File: config.mk
export PLATFORM = sky130hd
export DESIGN_NAME = exec_unit_flat
export DESIGN_NICKNAME = d
export VERILOG_FILES = /design/src/rtl/microcpu_pkg.sv /design/src/rtl/exec_unit_if.sv /design/src/rtl/mdu_iter.sv /design/src/rtl/exec_unit.sv /design/src/flat_wrapper.sv
export SDC_FILE = /design/constraint.sdc
export NUM_CORES = 1
export LEC_CHECK = 0
export ABC_AREA = 1
export CORE_MARGIN = 5
export CORE_UTILIZATION = 65
export DETAILED_ROUTE_END_ITERATION = 8
export GPL_TIMING_DRIVEN = 0
export PLACE_DENSITY_LB_ADDON = 0.05
export SYNTH_ARGS = -nofsm -noshare
export SYNTH_HDL_FRONTEND = slang
export SYNTH_SLANG_ARGS = --single-unit
File: constraint.sdc
create_clock -name clk -period 8.2 [get_ports clk]
set_input_delay 1.64 -clock clk [delete_from_list [all_inputs] [get_ports clk]]
set_output_delay 1.64 -clock clk [all_outputs]
set_load 0.05 [all_outputs]
File: src/rtl/microcpu_pkg.sv
// Shared types and constants for the micro-CPU execute stage.
// Latency: n/a (declarations only).
// Backpressure: n/a.
//
// Contents: datapath/register-index widths, opcode and FSM state encodings,
// and the single-cycle ALU function used by exec_unit.
package microcpu_pkg;

  localparam int DATA_W     = 16;
  localparam int REG_ADDR_W = 5;
  localparam int CNT_W      = 4;

  // Last iteration index of the 16-step MUL/DIVU sequence.
  localparam logic [CNT_W-1:0] ITER_LAST = 4'd15;

  typedef enum logic [2:0] {
    OP_ADD  = 3'd0,
    OP_SUB  = 3'd1,
    OP_AND  = 3'd2,
    OP_OR   = 3'd3,
    OP_XOR  = 3'd4,
    OP_SHL  = 3'd5,
    OP_MUL  = 3'd6,
    OP_DIVU = 3'd7
  } op_e;

  typedef enum logic [1:0] {
    ST_IDLE = 2'd0,
    ST_EXEC = 2'd1,
    ST_DONE = 2'd2
  } state_e;

  function automatic logic is_multi(input op_e op);
    return (op == OP_MUL) || (op == OP_DIVU);
  endfunction

  // Returns {carry, result}. Bit DATA_W is the ADD carry-out or SUB borrow,
  // and is forced to 0 for every other op.
  function automatic logic [DATA_W:0] alu_calc(input op_e op,
                                               input logic [DATA_W-1:0] a,
                                               input logic [DATA_W-1:0] b);
    logic [DATA_W:0] r;
    r = '0;
    case (op)
      OP_ADD:  r = {1'b0, a} + {1'b0, b};
      OP_SUB:  r = {1'b0, a} - {1'b0, b};
      OP_AND:  r = {1'b0, a & b};
      OP_OR:   r = {1'b0, a | b};
      OP_XOR:  r = {1'b0, a ^ b};
      OP_SHL:  r = {1'b0, a << b[3:0]};
      default: r = '0;
    endcase
    return r;
  endfunction

endpackage

File: src/rtl/exec_unit_if.sv
// Operation request / completion bundle between issue logic and exec_unit.
// Latency: n/a (wires only).
// Backpressure: none; requests presented while busy are simply dropped.
//
// master: drives start/op/src_a/src_b/dest_in, observes status and result.
// slave : exec_unit side.
interface exec_unit_if;
  import microcpu_pkg::*;

  logic                  start;
  logic [2:0]            op;
  logic [DATA_W-1:0]     src_a;
  logic [DATA_W-1:0]     src_b;
  logic [REG_ADDR_W-1:0] dest_in;

  logic                  busy;
  logic                  done;
  logic                  wr_en;
  logic [DATA_W-1:0]     result;
  logic [REG_ADDR_W-1:0] dest_out;
  logic                  zero;
  logic                  carry;

  modport master (
    output start, op, src_a, src_b, dest_in,
    input  busy, done, wr_en, result, dest_out, zero, carry
  );

  modport slave (
    input  start, op, src_a, src_b, dest_in,
    output busy, done, wr_en, result, dest_out, zero, carry
  );

endinterface

File: src/rtl/mdu_iter.sv
// Iterative multiply (shift-add) / unsigned divide (restoring), one bit per step.
// Latency: 16 steps after load; result port shows the post-step value combinationally.
// Backpressure: none; caller sequences load/step.
//
// Ports: clk, rst_n (sync, active-low), load (capture a/b/is_div), step
// (perform one iteration), is_div (0=MUL, 1=DIVU), a, b operands,
// result = value the result register will hold after this edge.
module mdu_iter
  import microcpu_pkg::*;
(
  input  logic              clk,
  input  logic              rst_n,
  input  logic              load,
  input  logic              step,
  input  logic              is_div,
  input  logic [DATA_W-1:0] a,
  input  logic [DATA_W-1:0] b,
  output logic [DATA_W-1:0] result
);

  // MUL : acc = partial product, x = multiplicand (<<), y = multiplier (>>)
  // DIVU: acc = remainder,       x = dividend shifting out / quotient in, y = divisor
  logic              div_mode;
  logic [DATA_W-1:0] acc, x, y;
  logic [DATA_W-1:0] acc_nxt, x_nxt, y_nxt;
  logic [DATA_W:0]   rem_sh, diff;
  logic              ge;

  always_comb begin
    rem_sh  = {acc, x[DATA_W-1]};
    diff    = rem_sh - {1'b0, y};
    ge      = ~diff[DATA_W];
    acc_nxt = acc;
    x_nxt   = x;
    y_nxt   = y;
    if (div_mode) begin
      // Divisor 0 never borrows, so every quotient bit is 1 -> 0xFFFF.
      acc_nxt = ge ? diff[DATA_W-1:0] : rem_sh[DATA_W-1:0];
      x_nxt   = {x[DATA_W-2:0], ge};
    end else begin
      acc_nxt = y[0] ? (acc + x) : acc;
      x_nxt   = x << 1;
      y_nxt   = y >> 1;
    end
  end

  // Forward the post-step value so the final step and the output capture
  // can share the same edge.
  always_comb begin
    result = div_mode ? x : acc;
    if (step) result = div_mode ? x_nxt : acc_nxt;
  end

  always_ff @(posedge clk) begin
    if (!rst_n) begin
      div_mode <= 1'b0;
      acc      <= '0;
      x        <= '0;
      y        <= '0;
    end else if (load) begin
      div_mode <= is_div;
      acc      <= '0;
      x        <= a;
      y        <= b;
    end else if (step) begin
      acc <= acc_nxt;
      x   <= x_nxt;
      y   <= y_nxt;
    end
  end

endmodule

File: src/rtl/exec_unit.sv
// Execute stage: single-cycle ALU ops plus iterative MUL/DIVU via mdu_iter.
// Latency: 1 cycle for ADD..SHL, done 16 cycles after acceptance for MUL/DIVU.
// Backpressure: start accepted only in IDLE/DONE; ignored while busy (no queueing).
//
// Ports: clk, rst_n (sync, active-low), bus (exec_unit_if.slave):
// start/op/src_a/src_b/dest_in in; busy, done, wr_en (=done), result,
// dest_out, zero, carry out. Outputs hold until the next done.
module exec_unit
  import microcpu_pkg::*;
(
  input  logic        clk,
  input  logic        rst_n,
  exec_unit_if.slave  bus
);

  state_e                state, state_nxt;
  logic [CNT_W-1:0]      count, count_nxt;
  logic                  accept, mdu_load, mdu_step, finish;
  op_e                   op_in;
  logic [DATA_W:0]       alu_res;
  logic [DATA_W-1:0]     mdu_res;

  logic [REG_ADDR_W-1:0] dest_q;
  logic [DATA_W-1:0]     result_q;
  logic [REG_ADDR_W-1:0] dest_out_q;
  logic                  zero_q, carry_q;

  assign op_in   = op_e'(bus.op);
  assign alu_res = alu_calc(op_in, bus.src_a, bus.src_b);

  always_comb begin
    state_nxt = state;
    count_nxt = count;
    accept    = 1'b0;
    mdu_load  = 1'b0;
    mdu_step  = 1'b0;
    finish    = 1'b0;
    case (state)
      ST_IDLE, ST_DONE: begin
        state_nxt = ST_IDLE;
        if (bus.start) begin
          accept = 1'b1;
          if (is_multi(op_in)) begin
            mdu_load  = 1'b1;
            count_nxt = '0;
            state_nxt = ST_EXEC;
          end else begin
            state_nxt = ST_DONE;
          end
        end
      end
      ST_EXEC: begin
        mdu_step  = 1'b1;
        count_nxt = count + 1'b1;
        if (count == ITER_LAST) begin
          finish    = 1'b1;
          count_nxt = '0;
          state_nxt = ST_DONE;
        end
      end
      default: state_nxt = ST_IDLE;
    endcase
  end

  always_ff @(posedge clk) begin
    if (!rst_n) begin
      state      <= ST_IDLE;
      count      <= '0;
      dest_q     <= '0;
      result_q   <= '0;
      dest_out_q <= '0;
      zero_q     <= 1'b0;
      carry_q    <= 1'b0;
    end else begin
      state <= state_nxt;
      count <= count_nxt;
      if (mdu_load) dest_q <= bus.dest_in;
      // Single-cycle ops commit straight from the inputs on the accepting edge;
      // iterative ops leave the previous outputs untouched until they finish.
      if (accept && !mdu_load) begin
        result_q   <= alu_res[DATA_W-1:0];
        carry_q    <= alu_res[DATA_W];
        zero_q     <= (alu_res[DATA_W-1:0] == '0);
        dest_out_q <= bus.dest_in;
      end
      if (finish) begin
        result_q   <= mdu_res;
        carry_q    <= 1'b0;
        zero_q     <= (mdu_res == '0);
        dest_out_q <= dest_q;
      end
    end
  end

  mdu_iter u_mdu (
    .clk    (clk),
    .rst_n  (rst_n),
    .load   (mdu_load),
    .step   (mdu_step),
    .is_div (op_in == OP_DIVU),
    .a      (bus.src_a),
    .b      (bus.src_b),
    .result (mdu_res)
  );

  assign bus.busy     = (state == ST_EXEC);
  assign bus.done     = (state == ST_DONE);
  assign bus.wr_en    = (state == ST_DONE);
  assign bus.result   = result_q;
  assign bus.dest_out = dest_out_q;
  assign bus.zero     = zero_q;
  assign bus.carry    = carry_q;

endmodule

File: src/flat_wrapper.sv
// flat-port wrapper written by rule: the top's interface ports become plain ports
module exec_unit_flat import microcpu_pkg::*;
  (clk, rst_n, bus_start, bus_op, bus_src_a, bus_src_b, bus_dest_in, bus_busy, bus_done, bus_wr_en, bus_result, bus_dest_out, bus_zero, bus_carry);
  exec_unit_if bus_i ();
  input  logic clk;
  input  logic rst_n;
  input wire logic [$bits(bus_i.start)-1:0] bus_start;
  input wire logic [$bits(bus_i.op)-1:0] bus_op;
  input wire logic [$bits(bus_i.src_a)-1:0] bus_src_a;
  input wire logic [$bits(bus_i.src_b)-1:0] bus_src_b;
  input wire logic [$bits(bus_i.dest_in)-1:0] bus_dest_in;
  output wire logic [$bits(bus_i.busy)-1:0] bus_busy;
  output wire logic [$bits(bus_i.done)-1:0] bus_done;
  output wire logic [$bits(bus_i.wr_en)-1:0] bus_wr_en;
  output wire logic [$bits(bus_i.result)-1:0] bus_result;
  output wire logic [$bits(bus_i.dest_out)-1:0] bus_dest_out;
  output wire logic [$bits(bus_i.zero)-1:0] bus_zero;
  output wire logic [$bits(bus_i.carry)-1:0] bus_carry;
  assign bus_i.start = bus_start;
  assign bus_i.op = bus_op;
  assign bus_i.src_a = bus_src_a;
  assign bus_i.src_b = bus_src_b;
  assign bus_i.dest_in = bus_dest_in;
  assign bus_busy = bus_i.busy;
  assign bus_done = bus_i.done;
  assign bus_wr_en = bus_i.wr_en;
  assign bus_result = bus_i.result;
  assign bus_dest_out = bus_i.dest_out;
  assign bus_zero = bus_i.zero;
  assign bus_carry = bus_i.carry;
  exec_unit u_core (.clk(clk), .rst_n(rst_n), .bus(bus_i));
endmodule
* Yosys cells after proc, flatten, opt, wreduce, memory -nomap -nowiden
Index checks and enable logic that the tools add are counted.
** Operators by class
- Add/subtract/negate cells :: 5
- Eq/ne operators :: 14
- Shift-type cells :: 1
- Mux-type cells :: 35
- Bitwise gates (word level) :: 5
- Reduce and logical (&&, ||, !) cells :: 15
** Operators by type and width (count)
- 16-bit 2-to-1 mux :: 13
- 17-bit one-hot mux with 6 select lines :: 1
- 16-bit zero test :: 2
- 16-bit by 16-bit adder with 17-bit output :: 1
- 16-bit by 16-bit subtractor with 17-bit output :: 1
- 17-bit by 16-bit subtractor with 17-bit output :: 1
- 16-bit adder :: 1
- 16-bit AND :: 1
- 16-bit OR :: 1
- 16-bit by 4-bit left shift with 16-bit output :: 1
- 16-bit XOR :: 1
- 3-bit == test, second input constant :: 4
- 4-bit 2-to-1 mux :: 3
- 1-bit 2-to-1 mux :: 11
- 5-bit 2-to-1 mux :: 2
- 4-bit one-hot mux with 2 select lines :: 1
- 3-bit by 2-bit == test with 1-bit output, second input constant :: 2
- 2-bit 2-to-1 mux :: 3
- 2-bit by 1-bit != test with 1-bit output, second input constant :: 3
- 2-bit nonzero test :: 3
- 2-bit OR reduction :: 3
- 4-bit by 1-bit adder with 4-bit output, second input constant :: 1
- 4-bit == test, second input constant :: 1
- 2-bit one-hot mux with 2 select lines :: 1
- 12 further kinds :: 13
** Storage, ports and cells
- Flip-flop bits (word level) :: 83
- Input bits :: 43
- Output and inout port bits :: 26
- Logic and storage cells :: 86

* Longest topological paths before layout
- Depth after elaboration :: 9
- Depth in mapped cells :: 29
- Depth with buffers taken out :: 27

* Hierarchy
A second synthesis with hierarchy kept.
** Second synthesis, totals
- Cell total of the unflattened synthesis :: 1583
- Area, all modules :: 9500.4 um^2
** Modules (own cells, without submodules)
- mdu_iter :: times used 1, cells each 814, area an instance 4977.3 um^2, sequential area each 980.9 um^2
- exec_unit :: times used 1, cells each 769, area an instance 4523.1 um^2, sequential area each 680.7 um^2

* Least setup slack after synthesis
OpenSTA, ideal clock, no wires.
- Path kind :: input to register
- Start :: in bus_src_b[1]
- End :: reg u_core.zero_q, in the netlist u_core.bus.zero
- Library setup time :: 56 ps
- Arrival :: 4629 ps
- Required time :: 8144 ps
- Slack :: 3515 ps
- Stages :: 25
- Path buffers :: 1
- Cells stage by stage :: inv_1 -> clkbuf_1 -> ha_1 -> nand3_1 -> nor3_1 -> nand3_1 -> nor3_1 -> nand3_1 -> nand2_1 -> xor2_1 -> inv_1 -> ha_1 -> a21o_1 -> o21bai_1 -> a21oi_1 -> nand3_1 -> nand3_1 -> nand2_1 -> nor2_1 -> nand2_1 -> nor2_1 -> nand3_1 -> nand3_1 -> nand2_1 -> inv_1
** On the way
- Word-level cells in the longest chain between the ends :: 5
- Elaborated cells between the ends (all ways) :: 10
- Those cells by class :: 2 x add/sub; 1 x shift; 3 x mux; 3 x bitwise; 1 x reduce/logical
** RTL lines
- from (decl) :: line flat_wrapper.sv:10 : input wire logic [$bits(bus_i.src_b)-1:0] bus_src_b;
- 16-bit by 16-bit subtractor with 17-bit output (tied with other cells) :: line microcpu_pkg.sv:46 : OP_SUB: r = {1'b0, a} - {1'b0, b};
- 17-bit one-hot mux with 6 select lines (*) :: line microcpu_pkg.sv:44 : case (op)
- 16-bit zero test (*) :: line exec_unit.sv:83 : zero_q <= (alu_res[DATA_W-1:0] == '0);
- 1-bit 2-to-1 mux (*) :: line exec_unit.sv:80 : if (accept && !mdu_load) begin
- 1-bit 2-to-1 mux (*) :: line exec_unit.sv:86 : if (finish) begin
- to (signal assigned) :: line exec_unit.sv:83
- to (signal assigned) :: line exec_unit.sv:89 : zero_q <= (mdu_res == '0);
- to (decl) :: line exec_unit.sv:26 : logic zero_q, carry_q;
Every way passes the cells marked *; elsewhere a longest branch is shown, timed or not. The select of a mux whose other input is x is not followed.
A chain may end at the register's enable or synchronous reset.

* Worst setup path after layout
Ends and elaborated chain as after synthesis.

==> out/metrics.cfg <==
[placement]
pre_cts_ws_ns=2.06
globalplace.congestion=1.03
post-dp-hpwl_um=25100
port_buffers=67

[synth]
netlist_instances=1450
synth-edff-count=0
synth_top_area_share_pct=19.0
yosys_register_bits=83
syn_area_per_cell_um2=6.02
synthTopCellsByArea=dfxtp_1 19%, nand2_1 18%, ha_1 12%
ys.flop_type=dfxtp_1
synthArstFlopShare_pct=0
synthDistinctLibCells=52
synth_seq_area_share_pct=19.0
synth_area_um2=8730
syn_nets=1578
synth_warnings=0
yosys.area.top_type=dfxtp_1

[clocking]
cts-buffers-inserted=9
clock_path_buffers=2
post_cts_buffers=0
cts_resized=0
holdBufCountCts=0
htreeDepth=3
clkSinkCount=83
path_clk_slew_ns=0.07
cts_tree=yes
clock_latency_ns=0.35
clockRootBuffer=clkbuf_16

[global_routing]
grt_pass1_wl_um=49400
grt_busiest_layer=met2
grt_max_degree=16
grt_use_met2_pct=63.7
antenna_found_initial=0
grt_usage_pct=38.6
grt_use_met1_pct=46.2
grt_pass1_vias=9881
grt_use_met3_pct=6.31
grt_overflow=0

[routing]
first_pass_iters=6
drt-vias-per-instance=6.12
drt_wl_total_um=31300
vias=10500
wl_per_cell_um=18.3
drt-initial-drc-count=1258
antenna_left=0
drc_errors=0

[timing]
tightest_slew_ns=0.646
setup_viol=0
relSlewSlack_pct=56.5
max_freq_mhz=169
skew_ns=0.00915
grt_setup_unrepaired=no
fin_setup_tns_ns=0
period_needed_ns=5.92
fin_ws_ns=2.28
drv_slew=0
min_period_over_period_pct=72.2
finalHoldViolCount=0

[worst_setup_path]
critical_path_class=input pin to register
start_kind=input pin
cp.required_ns=8.50
crit_arrival_ns=6.22
crit_path_end_kind=register
crit_fanout=11

[layout]
nFillCells=1135
syn_to_final_growth_pct=13.7
postLayoutCoreUtil_pct=75.2
fin_nets=1656
drive_gt1_share_pct=4.89
diodes=0

[die]
die_x_um=126
dieArea_um2=15800
initial_utilization_pct=66.2
num_rows=42
coreArea_um2=13200
io_pins=69
fp.dieH_um=126

[outcome]
status=completed

[hold_path]
hold_class=register to register

[pwr]
ir_drop_mv=0.128
p_leak_nw=4.61
powerDensity_nw_per_um2=142

[flow_run]
maxCapViolCount=0

[cells by family (layout without fill, tap and decap cells)]
logic type | Yosys count | count (layout) | synth area share (%)
simple gates | 716 | 716 | 34.5
compound gates | 298 | 298 | 20.2
buf+inv | 239 | 322 | 10.9
fa+ha+maj | 85 | 85 | 12.4
flops | 83 | 83 | 19.0
xor+xnor | 28 | 28 | 2.81
mux | 1 | 1 | 0.115
[sequential cells by signal, summed over array words and instances (netlist names)]
signal,count
u_core.bus.dest_out,5
u_core.u_mdu.acc,16
u_core.count,4
u_core.u_mdu.div_mode,1
u_core.state,2
u_core.u_mdu.y,16
u_core.u_mdu.x,16
u_core.bus.result,16
u_core.dest_q,5
u_core.bus.zero,1
u_core.bus.carry,1
[layer usage]
layer | share of wire (%) | vias to the layer above
met5 | 0 | -
met4 | 8.2 | 0
met3 | 8.9 | 182
met2 | 45 | 659
met1 | 38 | 4653
li1 | - | 4962
[worst max-delay path: stages]
cell	delay [ns]
clkdlybuf4s50_1	0.45
inv_1	0.20
clkbuf_1	0.47
ha_1	0.27
nand3_1	0.11
nor3_1	0.26
nand3_1	0.17
nor3_1	0.27
nand3_1	0.16
nand2_1	0.13
xor2_1	0.24
inv_1	0.08
ha_1	0.34
a21o_1	0.22
o21bai_1	0.16
a21oi_1	0.17
nand3_1	0.09
nand3_1	0.08
nand2_1	0.09
nor2_1	0.11
nand2_1	0.07
nor2_1	0.14
nand3_1	0.11
nand3_1	0.10
nand2_1	0.05
inv_1	0.04
[cell usage in the layout, fill, tap and decap left out, types with 4 or more instances in the layout]
master | netlist | routed
a221oi_1 | 5 | 5
clkbuf_16 | 0 | 9
nand3b_1 | 8 | 8
clkbuf_1 | 29 | 29
inv_2 | 12 | 12
ha_1 | 82 | 82
a31oi_1 | 52 | 52
o21ai_0 | 91 | 91
a22oi_1 | 6 | 6
clkdlybuf4s50_1 | 0 | 67
or2_2 | 6 | 6
buf_2 | 14 | 14
xnor2_1 | 7 | 7
and2_1 | 5 | 5
a221oi_2 | 4 | 4
nor3_2 | 4 | 4
xor2_1 | 21 | 21
o21ai_1 | 14 | 14
a21o_1 | 6 | 6
nand3_1 | 112 | 112
inv_1 | 170 | 170
nand4_1 | 9 | 9
nand2_1 | 430 | 430
nor2_1 | 118 | 118
a21oi_1 | 78 | 78
o211ai_1 | 25 | 25
dfxtp_1 | 83 | 83
nor3_1 | 9 | 9
buf_1 | 8 | 8
[report_power, final]
group | internal (W) | switching [W]
Sequential | 0.000425 | 0.0000222
Combinational | 0.000183 | 0.000360
Clock | 0.000238 | 0.000177
[cell usage after synthesis, drive strengths merged, types with 14 or more instances]
cell type  count
o211ai        25
ha            82
nor3          14
dfxtp         83
nand2        433
nor2         122
a31oi         52
inv          182
nand3        114
a21oi         79
o21ai        106
xor2          21
buf           28
clkbuf        29
[path summary, 6_finish.rpt]
| kind | start | to | slack [ns] | cells after the start |
|---|---|---|---|---|
| max | bus_src_b[1] | u_core.bus.zero | 2.28 | 26 |
| min reg2reg | u_core.bus.result[1] | u_core.bus.result[1] | 0.48 | 2 |
| max reg2reg | u_core.u_mdu.acc[0] | u_core.bus.zero | 4.89 | 18 |
| min | u_core.bus.result[1] | u_core.bus.result[1] | 0.48 | 2 |
[cell type report]
type                            count  area, um^2  area share [%]
Multi-Input combinational cell   1128        6120            61.7
Sequential cell                    83        1660            16.8
Inverter                          182         683            6.89
Timing Repair Buffer               67         671            6.76
Buffer                             57         265            2.67
Clock buffer                        9         225            2.27
Tap cell                          176         220            2.22
Clock inverter                      7        76.3           0.770
[stage by stage]
stage	total power (W)	cell area [um^2]	hold slack [ns]	cells
after floorplan	0.000814	8730	0.441	1450
after global placement	0.000966	9620	0.452	1693
after detailed placement	0.000978	9620	0.466	1693
after CTS	0.00139	9920	0.475	1709
after global routing	0.00147	9920	0.500	1709
final	0.00141	9920	0.478	1709
No activity file was read; power rests on OpenSTA's default activity.
